==> config.mk <==
export PLATFORM = sky130hd
export DESIGN_NAME = if_prefetch_ctrl
export DESIGN_NICKNAME = d
export VERILOG_FILES = /design/src/rtl/if_prefetch_ctrl.sv
export SDC_FILE = /design/constraint.sdc
export NUM_CORES = 1
export LEC_CHECK = 0
export CAP_MARGIN = 20
export CORE_ASPECT_RATIO = 0.6
export CORE_MARGIN = 2
export CORE_UTILIZATION = 50
export DETAILED_ROUTE_END_ITERATION = 7
export PLACE_DENSITY = 0.73
export SLEW_MARGIN = 20
export SYNTH_ARGS = -nofsm -noshare
export SYNTH_HDL_FRONTEND = slang
export SYNTH_SLANG_ARGS = --single-unit
==> constraint.sdc <==
create_clock -name clk -period 6.65 [get_ports clk]
set_input_delay 1.33 -clock clk [delete_from_list [all_inputs] [get_ports clk]]
set_output_delay 1.33 -clock clk [all_outputs]
set_load 0.02 [all_outputs]
==> src/rtl/if_prefetch_ctrl.sv <==
// Instruction-fetch sequencer: owns the fetch PC, drives the instruction memory,
// buffers returned words in a small FIFO and hands them to decode over valid/ready.
module if_prefetch_ctrl #(
  parameter int unsigned DEPTH       = 4,
  parameter logic [31:0] RESET_PC    = 32'h0000_0000,
  parameter logic [31:0] NOP_INST    = 32'h0000_0013,
  parameter logic [31:0] EBREAK_INST = 32'h0010_0073
) (
  input  logic                         clk,
  input  logic                         rst_n,
  input  logic                         en,
  output logic [31:0]                  im_addr,
  input  logic [31:0]                  im_inst,
  input  logic                         redirect_valid,
  input  logic [31:0]                  redirect_pc,
  output logic                         out_valid,
  input  logic                         out_ready,
  output logic [31:0]                  out_inst,
  output logic [31:0]                  out_pc,
  output logic                         halted,
  output logic [$clog2(DEPTH+1)-1:0]   fifo_count
);

  localparam int unsigned PW = $clog2(DEPTH);
  localparam int unsigned CW = $clog2(DEPTH + 1);
  localparam logic [PW-1:0] PTR_ONE  = PW'(1);
  localparam logic [CW-1:0] CNT_ONE  = CW'(1);
  localparam logic [CW-1:0] CNT_ZERO = CW'(0);
  localparam logic [CW-1:0] CNT_FULL = CW'(DEPTH);

  typedef enum logic [1:0] {
    IDLE   = 2'd0,
    FETCH  = 2'd1,
    HALTED = 2'd2
  } state_t;

  state_t         state_r;
  logic [31:0]    fetch_pc_r;
  logic [PW-1:0]  rd_ptr_r;
  logic [PW-1:0]  wr_ptr_r;
  logic [CW-1:0]  count_r;
  logic           halted_r;
  logic [31:0]    mem_pc_r   [DEPTH];
  logic [31:0]    mem_inst_r [DEPTH];

  logic           pop_s;
  logic           push_s;
  logic           not_empty_s;

  // Handshake decode: pop on accepted head, push while fetching with room (or room made by a pop).
  always_comb begin
    not_empty_s = (count_r != CNT_ZERO);
    pop_s       = not_empty_s && out_ready;
    push_s      = 1'b0;
    if ((state_r == FETCH) && en) begin
      push_s = (count_r < CNT_FULL) || pop_s;
    end else begin
      push_s = 1'b0;
    end
  end

  // Head presentation; an empty FIFO shows a harmless NOP at address zero.
  always_comb begin
    out_valid = not_empty_s;
    if (not_empty_s) begin
      out_inst = mem_inst_r[rd_ptr_r];
      out_pc   = mem_pc_r[rd_ptr_r];
    end else begin
      out_inst = NOP_INST;
      out_pc   = 32'h0000_0000;
    end
  end

  assign im_addr    = {fetch_pc_r[31:2], 2'b00};
  assign halted     = halted_r;
  assign fifo_count = count_r;

  // Fetch sequencer, FIFO storage and pointers; redirect overrides any push/pop in its cycle.
  always_ff @(posedge clk or negedge rst_n) begin
    if (!rst_n) begin
      state_r    <= IDLE;
      fetch_pc_r <= RESET_PC;
      rd_ptr_r   <= {PW{1'b0}};
      wr_ptr_r   <= {PW{1'b0}};
      count_r    <= CNT_ZERO;
      halted_r   <= 1'b0;
      for (int i = 0; i < DEPTH; i++) begin
        mem_pc_r[i]   <= 32'h0000_0000;
        mem_inst_r[i] <= 32'h0000_0000;
      end
    end else if (redirect_valid) begin
      fetch_pc_r <= {redirect_pc[31:2], 2'b00};
      rd_ptr_r   <= {PW{1'b0}};
      wr_ptr_r   <= {PW{1'b0}};
      count_r    <= CNT_ZERO;
      halted_r   <= 1'b0;
      state_r    <= en ? FETCH : IDLE;
    end else begin
      if (push_s) begin
        mem_pc_r[wr_ptr_r]   <= im_addr;
        mem_inst_r[wr_ptr_r] <= im_inst;
        wr_ptr_r             <= wr_ptr_r + PTR_ONE;
        fetch_pc_r           <= im_addr + 32'd4;
      end
      if (pop_s) begin
        rd_ptr_r <= rd_ptr_r + PTR_ONE;
      end
      case ({push_s, pop_s})
        2'b10:   count_r <= count_r + CNT_ONE;
        2'b01:   count_r <= count_r - CNT_ONE;
        default: count_r <= count_r;
      endcase
      case (state_r)
        IDLE: begin
          if (en) begin
            state_r <= FETCH;
          end
        end
        FETCH: begin
          if (push_s && (im_inst == EBREAK_INST)) begin
            state_r  <= HALTED;
            halted_r <= 1'b1;
          end else if (!en) begin
            state_r <= IDLE;
          end
        end
        HALTED: begin
          halted_r <= 1'b1;
        end
        default: begin
          state_r  <= IDLE;
          halted_r <= 1'b0;
        end
      endcase
    end
  end

endmodule
==> results of run 1 <==
-- per-stage QoR --
| step | utilization [%] | cell area [um2] |
|---|---|---|
| 5_1_grt | 61.77 | 16460 |
| 3_3_place_gp | 58.13 | 15490 |
| 6_report | 61.77 | 16460 |
| 2_1_floorplan | - | 13710 |
| 4_1_cts | 61.76 | 16460 |
| 3_5_place_dp | 58.13 | 15490 |
-- cells in the final DEF (no fill, tap or decap), types with 6 or more instances in the layout --
cell | netlist | final
buf_4 | 4 | 8
mux4_2 | 62 | 62
clkbuf_16 | 0 | 29
nand4_1 | 6 | 6
clkdlybuf4s50_1 | 0 | 161
nand3_1 | 11 | 11
dfrtp_1 | 288 | 286
clkbuf_8 | 0 | 7
nor3_1 | 12 | 12
clkbuf_1 | 28 | 8
inv_1 | 13 | 13
o21ai_0 | 22 | 22
a21oi_1 | 6 | 6
nor2_1 | 22 | 22
xor2_1 | 9 | 9
and2_1 | 64 | 60
xnor2_1 | 24 | 24
mux2_2 | 250 | 250
ha_1 | 8 | 8
o21ai_1 | 11 | 11
nand2_1 | 44 | 44
-- sequential cells by signal, indices dropped and copies added (netlist names) --
name / count
mem_pc_r: 120
rd_ptr_r: 2
fetch_pc_r: 30
mem_inst_r: 128
halted: 1
fifo_count: 3
state_r: 2
wr_ptr_r: 2
-- report_power, final --
part | total (W) | internal [W] | switching, W | leakage (nW)
combinational | 0.00244 | 0.00138 | 0.00106 | 2.87
sequential | 0.00258 | 0.00223 | 0.000353 | 3.75
clock | 0.00166 | 0.000993 | 0.000670 | 0.479
total | 0.00669 | 0.00461 | 0.00208 | 7.10
-- worst paths after layout --
check / endpoint / slack (ps)
worst max-delay path: out_inst[24] / 1960
worst min-delay path: mem_inst_r[27]$_DFFE_PN0P_ / 500
worst max register to register: fifo_count[2]$_DFFE_PN0P_ / 3450
worst min register to register: mem_inst_r[27]$_DFFE_PN0P_ / 500
min in group asynchronous: fetch_pc_r[21]$_DFFE_PN0P_ / 810
max in group asynchronous: mem_inst_r[94]$_DFFE_PN0P_ / 4360
-- cell type report --
class / instances / share of cell area [%]
clock inverters: 8 / 0.6993
repair buffers: 171 / 10.28
multi-input cells: 602 / 36.95
flip-flops and latches: 288 / 43.83
clock buffers: 44 / 5.176
diodes: 1 / 0.01520
well taps: 360 / 2.736
inverters: 14 / 0.3192
-- per-layer routing --
layer	global-route usage (%)	share of wire, %	up-vias
met1	35.27	50	4446
met5	0	0.041	-
met4	4.110	1.5	2
li1	-	-	3768
met2	33.49	45	171
met3	3.875	4.3	38
-- kinds of logic (layout without fill, tap and decap cells) --
kind of cell	after synthesis	count (layout)	share of synthesized area (%)
adders and majority gates	9	9	0.8769
buffers and inverters	91	237	3.142
AOI/OAI and AO/OA	44	44	1.717
xor gates and xnor gates	33	33	2.110
and+or+nand+nor	195	195	8.403
muxes	317	317	31.11
DFF	288	288	52.61
other	1	5	0.02738
-- critical path, stage by stage (launching register included) --
cell and delay (ps):
dfrtp_1 450, nor3_1 670, inv_2 430, buf_4 420, and2_1 260, clkdlybuf4s50_1 560
==> results.json, run 1 <==
{
  "fin_skew_ps": 10.50,
  "die_y_um": 132.2,
  "areaGrowthSynthToFinish_pct": 20.17,
  "cts_buffers": 28,
  "cts-root-buf": "clkbuf_16",
  "setup_viol": 0,
  "dp_cells": 1435,
  "syn_area_per_cell_um2": 14.01,
  "htree_levels": 1,
  "tritoncts": "done",
  "final_max_slew_viol_count": 0,
  "worst_setup_path_end_kind": "output port",
  "cts_hold_buf": 0,
  "ioPinCount": 170,
  "worstPathArrival_ps": 3360,
  "vias_per_cell": 5.662,
  "wl_per_cell_um": 21.27,
  "critPathRequiredTime_ps": 5320,
  "post_cts_buffers": 0,
  "finalWirelength_mm": 31.65,
  "dp_slack_ps": 2419,
  "antenna_found_initial": 3,
  "grt_setup_unrepaired": "false",
  "netlist_top_cells_count": "288 x dfrtp_1, 250 x mux2_2, 64 x and2_1",
  "multi_input_area_um2": 6082,
  "grt_max_degree": 106,
  "start_util_pct": 51.40,
  "die_x_um": 217.7,
  "startpoint": "fifo_count[2]$_DFFE_PN0P_",
  "min-delay-path-class": "reg2reg",
  "setup_slack_ps": 1964,
  "dr.pass1.iters": 4,
  "hold_path.startpoint": "mem_inst_r[27]$_DFFE_PN0P_",
  "ant_nets": 0,
  "drv_cap": 0,
  "grt_first_pass_wirelength_mm": 50.98,
  "nets": 1183,
  "synthArstFlopShare_pct": 100.0,
  "overflow": 0,
  "critPathMaxFanout": 38,
  "r2r-start": "fifo_count[2]$_DFFE_PN0P_",
  "clock-sinks": 288,
  "routabilityCongestion": 0.7455,
  "final.setup.tns_ps": 0,
  "synth_ff_type": "dfrtp_1",
  "status": "finished, final reports clean",
  "whs_ps": 500.7,
  "ys_types": 48,
  "clk_path_buf_depth": 3,
  "tightestPinTransition_ps": 1066,
  "first_global_vias": 8702,
  "synth_seq_area_share_pct": 52.61,
  "ys_top_cells_by_area": "dfrtp_1 53%, mux2_2 21%, mux4_2 10%, and2_1 2.9%, xnor2_1 1.5%",
  "pwr_density_cell_nw_per_um2": 406.1,
  "hold_viol_final": 0,
  "synthCells": 978,
  "period_needed_ps": 4686,
  "dieArea_um2": 28780,
  "max_slew_margin_pct": 28.95,
  "ys.warnings.count": 0,
  "fmax_mhz": 213.4,
  "synth_top_area_share_pct": 52.61,
  "clk-insertion-delay-late_ps": 540,
  "io_buffers": 163,
  "cellLeakagePower_nw": 7.095,
  "clkTransAtPathRegs_ps": 60,
  "synth_most_common_cell": "dfrtp_1",
  "drc": 0,
  "grt_usage_pct": 22.59,
  "synth_largest_area_cell": "dfrtp_1",
  "fillers": 2060,
  "fin_cells": 1488,
  "synth-edff-count": 0,
  "worstSetupStartpointType": "register",
  "reg2regPathDepth": 10,
  "drive_above_1_share_pct": 34.52,
  "totalPowerFinal_w": 0.006685,
  "coreArea_um2": 26650,
  "ctsResizeCount": 0,
  "hold_depth": 1,
  "row_count": 46,
  "first_iter_violations": 567,
  "final-seq-area_um2": 7214,
  "path_class": "reg2out",
  "finalCritPeriodShare_pct": 70.47,
  "ys_ff_latch": 288,
  "peakVddDrop_uv": 203.6,
  "dp_hpwl_mm": 19.32,
  "vias": 8425,
  "synth_area_um2": 13700
}
Power figures use the tool's default switching activity.
==> run 2: changes to the inputs <==
- PLACE_DENSITY: 0.73 -> 0.76
- clock period: 6.65 -> 4.3 ns (I/O delays scaled with it)
==> results.json, run 2 (same netlist as run 1, synthesis figures left out) <==
{
  "status": "finished, final reports clean",
  "period_needed_ps": 3762,
  "dr.pass1.iters": 4,
  "clk-insertion-delay-late_ps": 540,
  "nets": 1188,
  "coreArea_um2": 26650,
  "die_x_um": 217.7,
  "dieArea_um2": 28780,
  "cts-root-buf": "clkbuf_16",
  "final_max_slew_viol_count": 0,
  "post_cts_buffers": 0,
  "io_buffers": 163,
  "critPathMaxFanout": 22,
  "grt_setup_unrepaired": "false",
  "ctsResizeCount": 0,
  "fin_area_um2": 16550,
  "grt_max_degree": 125,
  "drv_cap": 0,
  "grt_usage_pct": 22.93,
  "largest-register": "mem_inst_r",
  "tightestPinTransition_ps": 1003,
  "die_y_um": 132.2,
  "peakVddDrop_uv": 305.5,
  "drc": 0,
  "max_slew_margin_pct": 33.15,
  "fmax_mhz": 265.8,
  "first_iter_violations": 555,
  "clk_path_buf_depth": 3,
  "path_delay_family": "buffers and inverters",
  "clock-sinks": 288,
  "grt_first_pass_wirelength_mm": 51.93,
  "worstPathArrival_ps": 2900,
  "start_util_pct": 51.40,
  "wl_per_cell_um": 21.39,
  "mostFrequentLayoutCells": "286 x dfrtp_1, 250 x mux2_2, 161 x clkdlybuf4s50_1, 62 x mux4_2, 60 x and2_1",
  "final.setup.tns_ps": 0,
  "pwr_density_cell_nw_per_um2": 618.2,
  "worst_setup_path_end_kind": "output port",
  "antenna_found_initial": 1,
  "hold_viol_final": 0,
  "clkTransAtPathRegs_ps": 70,
  "max_stage_delay_ps": 750,
  "vias": 8438,
  "overflow": 0,
  "crit_path_top_delay_cell": "dfrtp_4",
  "largest_register_ffs": 128,
  "dp_hpwl_mm": 20.37,
  "layout_commonest_cell": "dfrtp_1",
  "dpl_cell_area_um2": 15680,
  "drive_above_1_share_pct": 34.99,
  "first_global_vias": 8982,
  "areaGrowthSynthToFinish_pct": 20.82,
  "tritoncts": "done",
  "finalCritPeriodShare_pct": 87.49,
  "path_buf_inv": 2,
  "setup_viol": 0,
  "path_class": "reg2out",
  "finalWirelength_mm": 31.87,
  "fin_skew_ps": 13.46,
  "cts_hold_buf": 0,
  "htree_levels": 1,
  "largest_registers": "mem_inst_r: 128 flops, mem_pc_r: 120 flops, fetch_pc_r: 30 flops",
  "routabilityCongestion": 0.7542,
  "cts_buffers": 26,
  "min-delay-path-class": "in2async",
  "cp_cell_sequence": "buf_12, mux4_2, and2_1, clkdlybuf4s50_1",
  "ioPinCount": 170,
  "row_count": 46,
  "critPathRequiredTime_ps": 3440,
  "worstSetupStartpointType": "register",
  "vias_per_cell": 5.663,
  "cellLeakagePower_nw": 7.108,
  "ant_nets": 0
}
run 2: worst reg2reg max path, cell delays in order, from the launching register on:
cell and delay [ps]:
dfrtp_1 380, inv_1 90, ha_1 230, nand2_1 70
buf_4 190, nor3_1 360, and2_4 640, buf_4 300
mux2_2 350
run 2: final cells by class:
| type | count | area [um2] |
|---|---|---|
| inverters | 14 | 52.55 |
| diodes | 1 | 2.502 |
| repair buffers | 178 | 1882 |
| well taps | 360 | 450.4 |
| fillers | 2049 | 10100 |
| flip-flops and latches | 288 | 7214 |
| clock buffers | 35 | 745.7 |
| multi-input cells | 602 | 6082 |
| clock inverters | 12 | 120.1 |
run 2: path summary, 6_finish.rpt:
path	startpoint	endpoint	slack, ps	cells after the start
setup / recovery	rd_ptr_r[0]$_DFFE_PN0P_	out_pc[27]	540	4
hold / removal	rst_n	mem_pc_r[114]$_DFFE_PN0P_	380	1
setup reg to reg	state_r[1]$_DFFE_PN0P_	mem_pc_r[20]$_DFFE_PN0P_	1550	8
hold reg to reg	mem_inst_r[58]$_DFFE_PN0P_	mem_inst_r[58]$_DFFE_PN0P_	500	1
max in group asynchronous	rst_n	mem_inst_r[55]$_DFFE_PN0P_	2990	2
min in group clk	mem_inst_r[58]$_DFFE_PN0P_	mem_inst_r[58]$_DFFE_PN0P_	500	1
run 2: power breakdown:
part           leakage [nW]  switching [W]  internal [W]
Sequential             3.75       0.000527       0.00345
Clock                 0.419        0.00104       0.00134
Combinational          2.94        0.00167       0.00220
Total                  7.11        0.00324       0.00699
run 2: routing by layer:
metal / routed length, um / part of all wire (%) / global-route usage (%)
met1: 15740 / 49 / 35.79
met5: 0 / 0 / 0
met3: 1451 / 4.6 / 4.014
met2: 14230 / 45 / 34.08
met4: 453 / 1.4 / 3.843
run 2: metrics by stage:
step                setup slack, ps  cells  util (%)  hold WS (ps)  total power (W)
detailed placement            798.3   1442     58.85         490.0         0.007919
floorplan                      1699    981         -         475.1         0.006340
finish                        538.1   1490     62.10         378.5          0.01023
global placement              828.2   1442     58.85         483.5         0.007822
CTS                           479.9   1489     62.10         453.7          0.01033
global route                  388.0   1489     62.10         477.6          0.01079
